===== config.mk =====
export PLATFORM = sky130hd
export DESIGN_NAME = lsu_flat
export DESIGN_NICKNAME = d
export VERILOG_FILES = /design/src/rtl/core_pkg.sv /design/src/rtl/lsu_if.sv /design/src/rtl/lsu_align.sv /design/src/rtl/lsu.sv /design/src/flat_wrapper.sv
export SDC_FILE = /design/constraint.sdc
export NUM_CORES = 1
export LEC_CHECK = 0
export CAP_MARGIN = 20
export CORE_MARGIN = 3
export CORE_UTILIZATION = 35
export DETAILED_ROUTE_END_ITERATION = 8
export GPL_TIMING_DRIVEN = 0
export PLACE_DENSITY_LB_ADDON = 0.2
export SLEW_MARGIN = 20
export SYNTH_ARGS = -nofsm -noshare
export SYNTH_HDL_FRONTEND = slang
export SYNTH_HIERARCHICAL = 1
export SYNTH_SLANG_ARGS = --single-unit

===== constraint.sdc =====
create_clock -name clk -period 3 [get_ports clk]
set_clock_uncertainty 0.05 [all_clocks]
set_input_delay 0.6 -clock clk [delete_from_list [all_inputs] [get_ports clk]]
set_output_delay 0.6 -clock clk [all_outputs]
set_load 0.05 [all_outputs]

===== src/rtl/core_pkg.sv =====
// Shared core definitions for the load/store unit.
// LSU FSM state codes, funct3 load/store encodings, the store payload struct
// and the misalignment predicate.
package core_pkg;

  localparam int unsigned XLEN = 32;
  localparam int unsigned BE_W = XLEN / 8;

  // LSU FSM state encoding
  typedef logic [1:0] lsu_state_t;
  localparam lsu_state_t LSU_IDLE    = 2'd0;
  localparam lsu_state_t LSU_RD_WAIT = 2'd1;
  localparam lsu_state_t LSU_DRAIN   = 2'd2;

  // RISC-V funct3 encodings for loads and stores
  localparam logic [2:0] F3_LB  = 3'b000;
  localparam logic [2:0] F3_LH  = 3'b001;
  localparam logic [2:0] F3_LW  = 3'b010;
  localparam logic [2:0] F3_LBU = 3'b100;
  localparam logic [2:0] F3_LHU = 3'b101;
  localparam logic [2:0] F3_SB  = 3'b000;
  localparam logic [2:0] F3_SH  = 3'b001;
  localparam logic [2:0] F3_SW  = 3'b010;

  // Lane-formatted store payload presented on the data bus
  typedef struct packed {
    logic [BE_W-1:0] byteenable;
    logic [XLEN-1:0] writedata;
  } st_fmt_t;

  // Halfword needs addr[0]=0, word needs addr[1:0]=0; funct3[1:0] gives the size
  function automatic logic is_misaligned(input logic [2:0] f3, input logic [1:0] off);
    case (f3[1:0])
      2'b01:   return off[0];
      2'b10:   return (off != 2'b00);
      default: return 1'b0;
    endcase
  endfunction

endpackage


===== src/rtl/lsu_if.sv =====
// Avalon-MM style data bus between the LSU (master) and memory (slave).
interface lsu_if;
  logic                       dbus_read;
  logic                       dbus_write;
  logic [core_pkg::XLEN-1:0]  dbus_address;
  logic [core_pkg::BE_W-1:0]  dbus_byteenable;
  logic [core_pkg::XLEN-1:0]  dbus_writedata;
  logic                       dbus_waitrequest;
  logic                       dbus_readdatavalid;
  logic [core_pkg::XLEN-1:0]  dbus_readdata;

  modport master (
    output dbus_read, dbus_write, dbus_address, dbus_byteenable, dbus_writedata,
    input  dbus_waitrequest, dbus_readdatavalid, dbus_readdata
  );

  modport slave (
    input  dbus_read, dbus_write, dbus_address, dbus_byteenable, dbus_writedata,
    output dbus_waitrequest, dbus_readdatavalid, dbus_readdata
  );
endinterface


===== src/rtl/lsu_align.sv =====
// Combinational lane steering: store byteenable/data replication and
// load byte/halfword extraction with sign or zero extension.
module lsu_align
  import core_pkg::*;
(
  input  logic [2:0]      st_op,
  input  logic [1:0]      st_off,
  input  logic [XLEN-1:0] st_wdata,
  output st_fmt_t         st_fmt_c,
  input  logic [2:0]      ld_op,
  input  logic [1:0]      ld_off,
  input  logic [XLEN-1:0] ld_rdata,
  output logic [XLEN-1:0] ld_data_c
);

  logic [7:0]  ld_byte;
  logic [15:0] ld_half;

  // Store: enable the addressed lanes and replicate data across the word
  always_comb begin
    st_fmt_c = '0;
    case (st_op[1:0])
      2'b00: begin
        st_fmt_c.byteenable = 4'b0001 << st_off;
        st_fmt_c.writedata  = {4{st_wdata[7:0]}};
      end
      2'b01: begin
        st_fmt_c.byteenable = 4'b0011 << {st_off[1], 1'b0};
        st_fmt_c.writedata  = {2{st_wdata[15:0]}};
      end
      default: begin
        st_fmt_c.byteenable = 4'b1111;
        st_fmt_c.writedata  = st_wdata;
      end
    endcase
  end

  // Load: select the addressed lane, then extend to a full word
  always_comb begin
    ld_byte = ld_rdata[7:0];
    case (ld_off)
      2'd1:    ld_byte = ld_rdata[15:8];
      2'd2:    ld_byte = ld_rdata[23:16];
      2'd3:    ld_byte = ld_rdata[31:24];
      default: ld_byte = ld_rdata[7:0];
    endcase
    ld_half = ld_off[1] ? ld_rdata[31:16] : ld_rdata[15:0];
    case (ld_op)
      F3_LB:   ld_data_c = {{24{ld_byte[7]}}, ld_byte};
      F3_LH:   ld_data_c = {{16{ld_half[15]}}, ld_half};
      F3_LBU:  ld_data_c = {24'h0, ld_byte};
      F3_LHU:  ld_data_c = {16'h0, ld_half};
      default: ld_data_c = ld_rdata;
    endcase
  end

endmodule


===== src/rtl/lsu.sv =====
// Load/store unit: issues EX-stage loads/stores on the data bus, stalls the
// pipeline while the bus is busy and registers the formatted load result.
// Optional build macro LSU_MISALIGN_TRAP_EN: misaligned accesses raise
// lsu_ld_misalign/lsu_st_misalign instead of going to the bus.
module lsu
  import core_pkg::*;
(
  input  logic            clk,
  input  logic            rst_b,
  input  logic            ex_mem_read,
  input  logic            ex_mem_write,
  input  logic [2:0]      ex_mem_opcode,
  input  logic [XLEN-1:0] ex_addr,
  input  logic [XLEN-1:0] ex_wdata,
  input  logic            lsu_flush,
  lsu_if.master           dbus,
  output logic            lsu_stall_req,
  output logic [XLEN-1:0] mem_rdata,
  output logic            lsu_ld_misalign,
  output logic            lsu_st_misalign
);

  lsu_state_t      state_q, state_d;
  logic [2:0]      ld_op_q;
  logic [1:0]      ld_off_q;
  logic            mis_c;
  logic            rd_c;
  logic            wr_c;
  logic            load_en_c;
  st_fmt_t         st_fmt_c;
  logic [XLEN-1:0] ld_data_c;

`ifdef LSU_MISALIGN_TRAP_EN
  assign mis_c = is_misaligned(ex_mem_opcode, ex_addr[1:0]);
`else
  assign mis_c = 1'b0;
`endif

  // Lane formatting for the outgoing store and the returning load
  lsu_align u_align (
    .st_op     (ex_mem_opcode),
    .st_off    (ex_addr[1:0]),
    .st_wdata  (ex_wdata),
    .st_fmt_c  (st_fmt_c),
    .ld_op     (ld_op_q),
    .ld_off    (ld_off_q),
    .ld_rdata  (dbus.dbus_readdata),
    .ld_data_c (ld_data_c)
  );

  assign dbus.dbus_read       = rd_c;
  assign dbus.dbus_write      = wr_c;
  assign dbus.dbus_address    = {ex_addr[XLEN-1:2], 2'b00};
  assign dbus.dbus_byteenable = st_fmt_c.byteenable;
  assign dbus.dbus_writedata  = st_fmt_c.writedata;

  // Next state, bus command, stall and misalign flags
  always_comb begin
    state_d         = state_q;
    rd_c            = 1'b0;
    wr_c            = 1'b0;
    lsu_stall_req   = 1'b0;
    load_en_c       = 1'b0;
    lsu_ld_misalign = 1'b0;
    lsu_st_misalign = 1'b0;
    case (state_q)
      LSU_IDLE: begin
        lsu_ld_misalign = ex_mem_read  & mis_c & ~lsu_flush;
        lsu_st_misalign = ex_mem_write & mis_c & ~lsu_flush;
        rd_c = ex_mem_read  & ~lsu_flush & ~mis_c;
        wr_c = ex_mem_write & ~lsu_flush & ~mis_c;
        if (rd_c || wr_c) begin
          if (dbus.dbus_waitrequest) begin
            lsu_stall_req = 1'b1;
          end else if (rd_c) begin
            lsu_stall_req = 1'b1;
            state_d       = LSU_RD_WAIT;
          end
        end
      end
      LSU_RD_WAIT: begin
        lsu_stall_req = 1'b1;
        if (dbus.dbus_readdatavalid) begin
          lsu_stall_req = 1'b0;
          load_en_c     = ~lsu_flush;
          state_d       = LSU_IDLE;
        end else if (lsu_flush) begin
          state_d = LSU_DRAIN;
        end
      end
      LSU_DRAIN: begin
        lsu_stall_req = ex_mem_read | ex_mem_write;
        if (dbus.dbus_readdatavalid) state_d = LSU_IDLE;
      end
      default: state_d = LSU_IDLE;
    endcase
    // Outputs are quiet while reset is held, even though they are combinational
    if (!rst_b) begin
      rd_c            = 1'b0;
      wr_c            = 1'b0;
      lsu_stall_req   = 1'b0;
      lsu_ld_misalign = 1'b0;
      lsu_st_misalign = 1'b0;
    end
  end

  // State, captured load format and load result registers
  always_ff @(posedge clk or negedge rst_b) begin
    if (!rst_b) begin
      state_q   <= LSU_IDLE;
      ld_op_q   <= '0;
      ld_off_q  <= '0;
      mem_rdata <= '0;
    end else begin
      state_q <= state_d;
      if (rd_c) begin
        ld_op_q  <= ex_mem_opcode;
        ld_off_q <= ex_addr[1:0];
      end
      if (load_en_c) mem_rdata <= ld_data_c;
    end
  end

endmodule


===== src/flat_wrapper.sv =====
// flat-port wrapper written by rule: the top's interface ports become plain ports
module lsu_flat import core_pkg::*;
  (clk, rst_b, ex_mem_read, ex_mem_write, ex_mem_opcode, ex_addr, ex_wdata, lsu_flush, lsu_stall_req, mem_rdata, lsu_ld_misalign, lsu_st_misalign, dbus_dbus_read, dbus_dbus_write, dbus_dbus_address, dbus_dbus_byteenable, dbus_dbus_writedata, dbus_dbus_waitrequest, dbus_dbus_readdatavalid, dbus_dbus_readdata);
  lsu_if dbus_i ();
  input  logic clk;
  input  logic rst_b;
  input  logic ex_mem_read;
  input  logic ex_mem_write;
  input  logic [2:0] ex_mem_opcode;
  input  logic [XLEN-1:0] ex_addr;
  input  logic [XLEN-1:0] ex_wdata;
  input  logic lsu_flush;
  output logic lsu_stall_req;
  output logic [XLEN-1:0] mem_rdata;
  output logic lsu_ld_misalign;
  output logic lsu_st_misalign;
  output wire logic [$bits(dbus_i.dbus_read)-1:0] dbus_dbus_read;
  output wire logic [$bits(dbus_i.dbus_write)-1:0] dbus_dbus_write;
  output wire logic [$bits(dbus_i.dbus_address)-1:0] dbus_dbus_address;
  output wire logic [$bits(dbus_i.dbus_byteenable)-1:0] dbus_dbus_byteenable;
  output wire logic [$bits(dbus_i.dbus_writedata)-1:0] dbus_dbus_writedata;
  input wire logic [$bits(dbus_i.dbus_waitrequest)-1:0] dbus_dbus_waitrequest;
  input wire logic [$bits(dbus_i.dbus_readdatavalid)-1:0] dbus_dbus_readdatavalid;
  input wire logic [$bits(dbus_i.dbus_readdata)-1:0] dbus_dbus_readdata;
  assign dbus_dbus_read = dbus_i.dbus_read;
  assign dbus_dbus_write = dbus_i.dbus_write;
  assign dbus_dbus_address = dbus_i.dbus_address;
  assign dbus_dbus_byteenable = dbus_i.dbus_byteenable;
  assign dbus_dbus_writedata = dbus_i.dbus_writedata;
  assign dbus_i.dbus_waitrequest = dbus_dbus_waitrequest;
  assign dbus_i.dbus_readdatavalid = dbus_dbus_readdatavalid;
  assign dbus_i.dbus_readdata = dbus_dbus_readdata;
  lsu u_core (.clk(clk), .rst_b(rst_b), .ex_mem_read(ex_mem_read), .ex_mem_write(ex_mem_write), .ex_mem_opcode(ex_mem_opcode), .ex_addr(ex_addr), .ex_wdata(ex_wdata), .lsu_flush(lsu_flush), .dbus(dbus_i), .lsu_stall_req(lsu_stall_req), .mem_rdata(mem_rdata), .lsu_ld_misalign(lsu_ld_misalign), .lsu_st_misalign(lsu_st_misalign));
endmodule

==> metrics.log <==
[metrics] element type at the critical path start: primary input
[metrics] Total Routed Length: 10100 µm
[metrics] global-route wire length before repair: 15700 µm
[metrics] DR vias/cell: 4.84
[metrics] Reg-to-Reg Start: u_core/ld_off_q[1]$_DFFE_PN0P_
[metrics] cell at the root of the clock tree: sky130_fd_sc_hd__clkbuf_8
[metrics] number of remaining DRC errors: 0
[metrics] maximum clock rate: 341 MHz
[metrics] ant diodes: 0
[metrics] total setup violations reported at the end of the flow: 0
[metrics] CP Capture Type: output port
[metrics] remaining global-route overflow: 0
[metrics] cell area power density: 737 nW/µm²
[metrics] cell repeated most along the worst path: sky130_fd_sc_hd__clkdlybuf4s50_1
[metrics] number of filler instances in the final layout: 718
[metrics] end of the worst register-to-register path: u_core/mem_rdata[4]$_DFFE_PN0P_
[metrics] R2R depth: 6
[metrics] sequential cell area fraction in the yosys report: 0.319
[metrics] clock slew seen by the registers of the worst setup and hold paths: 80 ps
[metrics] number of hold violations in the final report: 0
[metrics] Max Root-Sink Buffers: 2
[metrics] largest net degree at the start of global routing: 23
[metrics] final critical-path share of the clock period: 0.976
[metrics] cell area after synthesis: 3060 µm²
[metrics] required time at the worst-slack endpoint: 2350 ps
[metrics] IR Drop Worst-Case VDD: 0.000327 V
[metrics] number of max-cap violations: 0
[metrics] number of antenna violations at the first check in global routing: 0
[metrics] DP Area: 4990 µm²
[metrics] area of combinational cells with multiple inputs: 1640 µm²
[metrics] clk sink count: 39
[metrics] Die Outline Area: 9900 µm²
[metrics] unique cell type count in the Yosys netlist: 39
[metrics] post-synthesis register bit count: 39
[metrics] number of hold buffers added after cts: 0
[metrics] leakage dissipation: 2.39 nW
[metrics] drt wl/cell: 16.9 µm
[metrics] number of max-slew violations in the final report: 0
[metrics] synthesized area per cell: 10.1 µm²
[metrics] Max stage delay cell, worst path: sky130_fd_sc_hd__clkdlybuf4s50_1
[metrics] Layout area overhead: 67.2%
[metrics] setup slack of the most critical reg-to-reg path: 900 ps
[metrics] relative slew slack: 0.602
[metrics] Placement Rows: 33
[metrics] ratio of cells with drive above 1 in the final layout: 0.269
[metrics] drt first-iter violations: 117
[metrics] Antenna Violating Nets Remaining: 0
[metrics] clock tree from TritonCTS: yes
[metrics] number of global-route vias before repair: 3023
[metrics] die height: 99.5 µm
[metrics] type of the worst min-delay path: in -> async
[metrics] count of vias placed by the detailed router: 2878
[metrics] Yosys warning total: 6
[metrics] Top Layer Used: met4
[metrics] register cell area after layout: 976 µm²
[metrics] family with the most delay on the worst path: buffers and inverters
[metrics] unrepaired setup endpoints after global routing: no
[metrics] routed wire length on met3: 1040 µm
[metrics] Min Clock Period, post-route: 2930 ps
[metrics] maximum net fanout on the critical path: 3
[metrics] Synth Instances: 302
[metrics] length of the first detailed-routing pass in iterations: 4
[metrics] Final Util: 0.613
[metrics] worst hold slack after final layout: 222 ps
[metrics] Met1 Routed Length: 3820 µm
[metrics] die boundary width: 99.5 µm
[metrics] starting density of the core: 0.367
[metrics] slew of the pin with the lowest slew margin: 595 ps
[metrics] number of levels in the clock H-tree: 2
[metrics] cell area after layout: 5110 µm²
[metrics] Crit path arrival time: 2280 ps
[metrics] buffers plus inverters on the worst setup path: 2
[metrics] HPWL reported at the end of detailed placement: 8220 µm
[metrics] total CTS buffers: 5
[metrics] routed wl met2: 5130 µm
[metrics] count of placed standard cells in the final layout, fillers left out: 595
[metrics] Ports: 211
[metrics] outcome: finished, final reports clean
[metrics] Final Wtd Congestion: 0.820
[metrics] TNS Setup: 0 ps
[metrics] standard cell core area: 8340 µm²
[metrics] number of buffer cells added on primary ports: 176
[metrics] clock insertion delay at the later pin of the skew report: 290 ps
[metrics] dpl cells: 587
[metrics] startpoint of the worst setup timing path: dbus_dbus_readdatavalid
[metrics] delay contributed by the slowest stage of the critical path: 800 ps
[metrics] cells traversed along the worst timing path: clkdlybuf4s50_1, nand2b_1, o22ai_1, o21a_1, clkdlybuf4s50_1
[metrics] Setup Crit Path Kind: in -> out
[metrics] total track usage: 0.200
[metrics] Post-layout nets: 595
==> placed cells by master, fill, tap and decap left out, drive strengths merged, types with 2 or more instances in the layout <==
cell | synthesis | routed
mux2 | 54 | 54
clkdlybuf4s50 | 0 | 145
a22oi | 7 | 7
inv | 3 | 3
o22ai | 2 | 2
nand2 | 47 | 47
clkbuf | 12 | 18
conb | 1 | 4
nor2b | 2 | 2
bufinv | 0 | 2
nand2b | 9 | 9
dlygate4sd2 | 0 | 16
a21oi | 3 | 3
nor2 | 8 | 8
buf | 47 | 51
mux2i | 10 | 10
o21ai | 15 | 15
a21o | 18 | 18
clkdlybuf4s15 | 0 | 10
a221o | 7 | 7
dfrtp | 39 | 39
o21bai | 3 | 3
==> how the worst max path moves through the flow <==
stage / slack [ps] / endpoint / cells past startpoint
floorplan: 130 / dbus_dbus_writedata[24] / 3
global placement: -1670 / dbus_dbus_read / 4
detailed placement: -630 / dbus_dbus_writedata[27] / 6
CTS: -60 / dbus_dbus_writedata[31] / 6
global route: 0.01 / dbus_dbus_writedata[30] / 6
finish: 70 / lsu_stall_req / 5
==> registers in the layout, summed over array words and instances (netlist names) <==
| register | count |
|---|---|
| u_core/ld_off_q | 2 |
| u_core/ld_op_q | 3 |
| u_core/mem_rdata | 32 |
| u_core/state_q | 2 |
==> final cells by class <==
class	count	area share
repair buffers	177	0.346
multi-input cells	204	0.321
flip-flops and latches	39	0.191
plain buffers	59	0.0883
well taps	105	0.0257
clock buffers	6	0.0142
clock inverters	2	0.0117
inverters	3	0.00220
==> Yosys cell counts <==
cell type / n / area share
sky130_fd_sc_hd__a211o_1: 1 / 0.0029
sky130_fd_sc_hd__a211oi_1: 1 / 0.0025
sky130_fd_sc_hd__a21boi_0: 1 / 0.0025
sky130_fd_sc_hd__a21o_1: 18 / 0.044
sky130_fd_sc_hd__a21oi_1: 3 / 0.0049
sky130_fd_sc_hd__a221o_1: 7 / 0.023
sky130_fd_sc_hd__a22oi_1: 7 / 0.017
sky130_fd_sc_hd__a31o_4: 1 / 0.0057
sky130_fd_sc_hd__and3_4: 1 / 0.0037
sky130_fd_sc_hd__and4b_1: 1 / 0.0033
sky130_fd_sc_hd__buf_12: 3 / 0.020
sky130_fd_sc_hd__buf_4: 42 / 0.10
sky130_fd_sc_hd__buf_6: 1 / 0.0037
sky130_fd_sc_hd__buf_8: 1 / 0.0049
sky130_fd_sc_hd__clkbuf_1: 12 / 0.015
sky130_fd_sc_hd__conb_1: 1 / 0.0012
sky130_fd_sc_hd__dfrtp_1: 39 / 0.32
sky130_fd_sc_hd__inv_1: 3 / 0.0037
sky130_fd_sc_hd__mux2_2: 24 / 0.088
sky130_fd_sc_hd__mux2_4: 30 / 0.15
sky130_fd_sc_hd__mux2i_1: 10 / 0.033
sky130_fd_sc_hd__nand2_1: 47 / 0.058
sky130_fd_sc_hd__nand2b_1: 9 / 0.018
sky130_fd_sc_hd__nand3b_1: 1 / 0.0025
sky130_fd_sc_hd__nand4b_1: 1 / 0.0029
sky130_fd_sc_hd__nor2_1: 7 / 0.0086
sky130_fd_sc_hd__nor2_2: 1 / 0.0020
sky130_fd_sc_hd__nor2b_1: 2 / 0.0041
sky130_fd_sc_hd__nor3_1: 1 / 0.0016
sky130_fd_sc_hd__o21a_1: 1 / 0.0025
sky130_fd_sc_hd__o21ai_0: 15 / 0.025
sky130_fd_sc_hd__o21bai_1: 3 / 0.0074
sky130_fd_sc_hd__o22ai_1: 1 / 0.0020
sky130_fd_sc_hd__o22ai_2: 1 / 0.0041
sky130_fd_sc_hd__o32ai_1: 1 / 0.0029
sky130_fd_sc_hd__or2b_1: 1 / 0.0025
sky130_fd_sc_hd__or3b_2: 1 / 0.0029
sky130_fd_sc_hd__or4_1: 1 / 0.0025
sky130_fd_sc_hd__or4b_1: 1 / 0.0033
==> logic make-up (layout without fill, tap and decap cells) <==
family,Yosys count,after routing,synth area share
DFF,39,39,0.319
buffers and inverters,62,247,0.150
AOI/OAI and AO/OA,61,61,0.146
other,1,4,0.00123
and+or+nand+nor,75,75,0.116
muxes,64,64,0.268
==> metal layers <==
| metal | vias to the layer above | GRT usage |
|---|---|---|
| met2 | 137 | 0.355 |
| met3 | 7 | 0.0736 |
| met1 | 1339 | 0.232 |
| met4 | 0 | 0.0347 |
| met5 | - | 0 |
| li1 | 1395 | - |
==> where the power goes <==
group          total [W]  switching [W]  internal (W)
Combinational    0.00237        0.00140      0.000974
Sequential      0.000873       0.000134      0.000739
Clock           0.000522       0.000190      0.000333
Total            0.00377        0.00172       0.00205
==> what timing repair did <==
action / CTS / global route
buffers inserted: 0 / 0
gates resized for setup: 65 / 8
endpoints found under the setup margin: 29 / 10
==> stage by stage <==
| step | worst slack [ps] | power [W] |
|---|---|---|
| 6_report | 71.3 | 0.00377 |
| 3_3_place_gp | -1670 | 0.00326 |
| 2_1_floorplan | 129 | 0.00248 |
| 4_1_cts | -63.5 | 0.00380 |
| 3_5_place_dp | -632 | 0.00328 |
| 5_1_grt | 0.0118 | 0.00395 |
No activity file was read; power rests on OpenSTA's default activity.
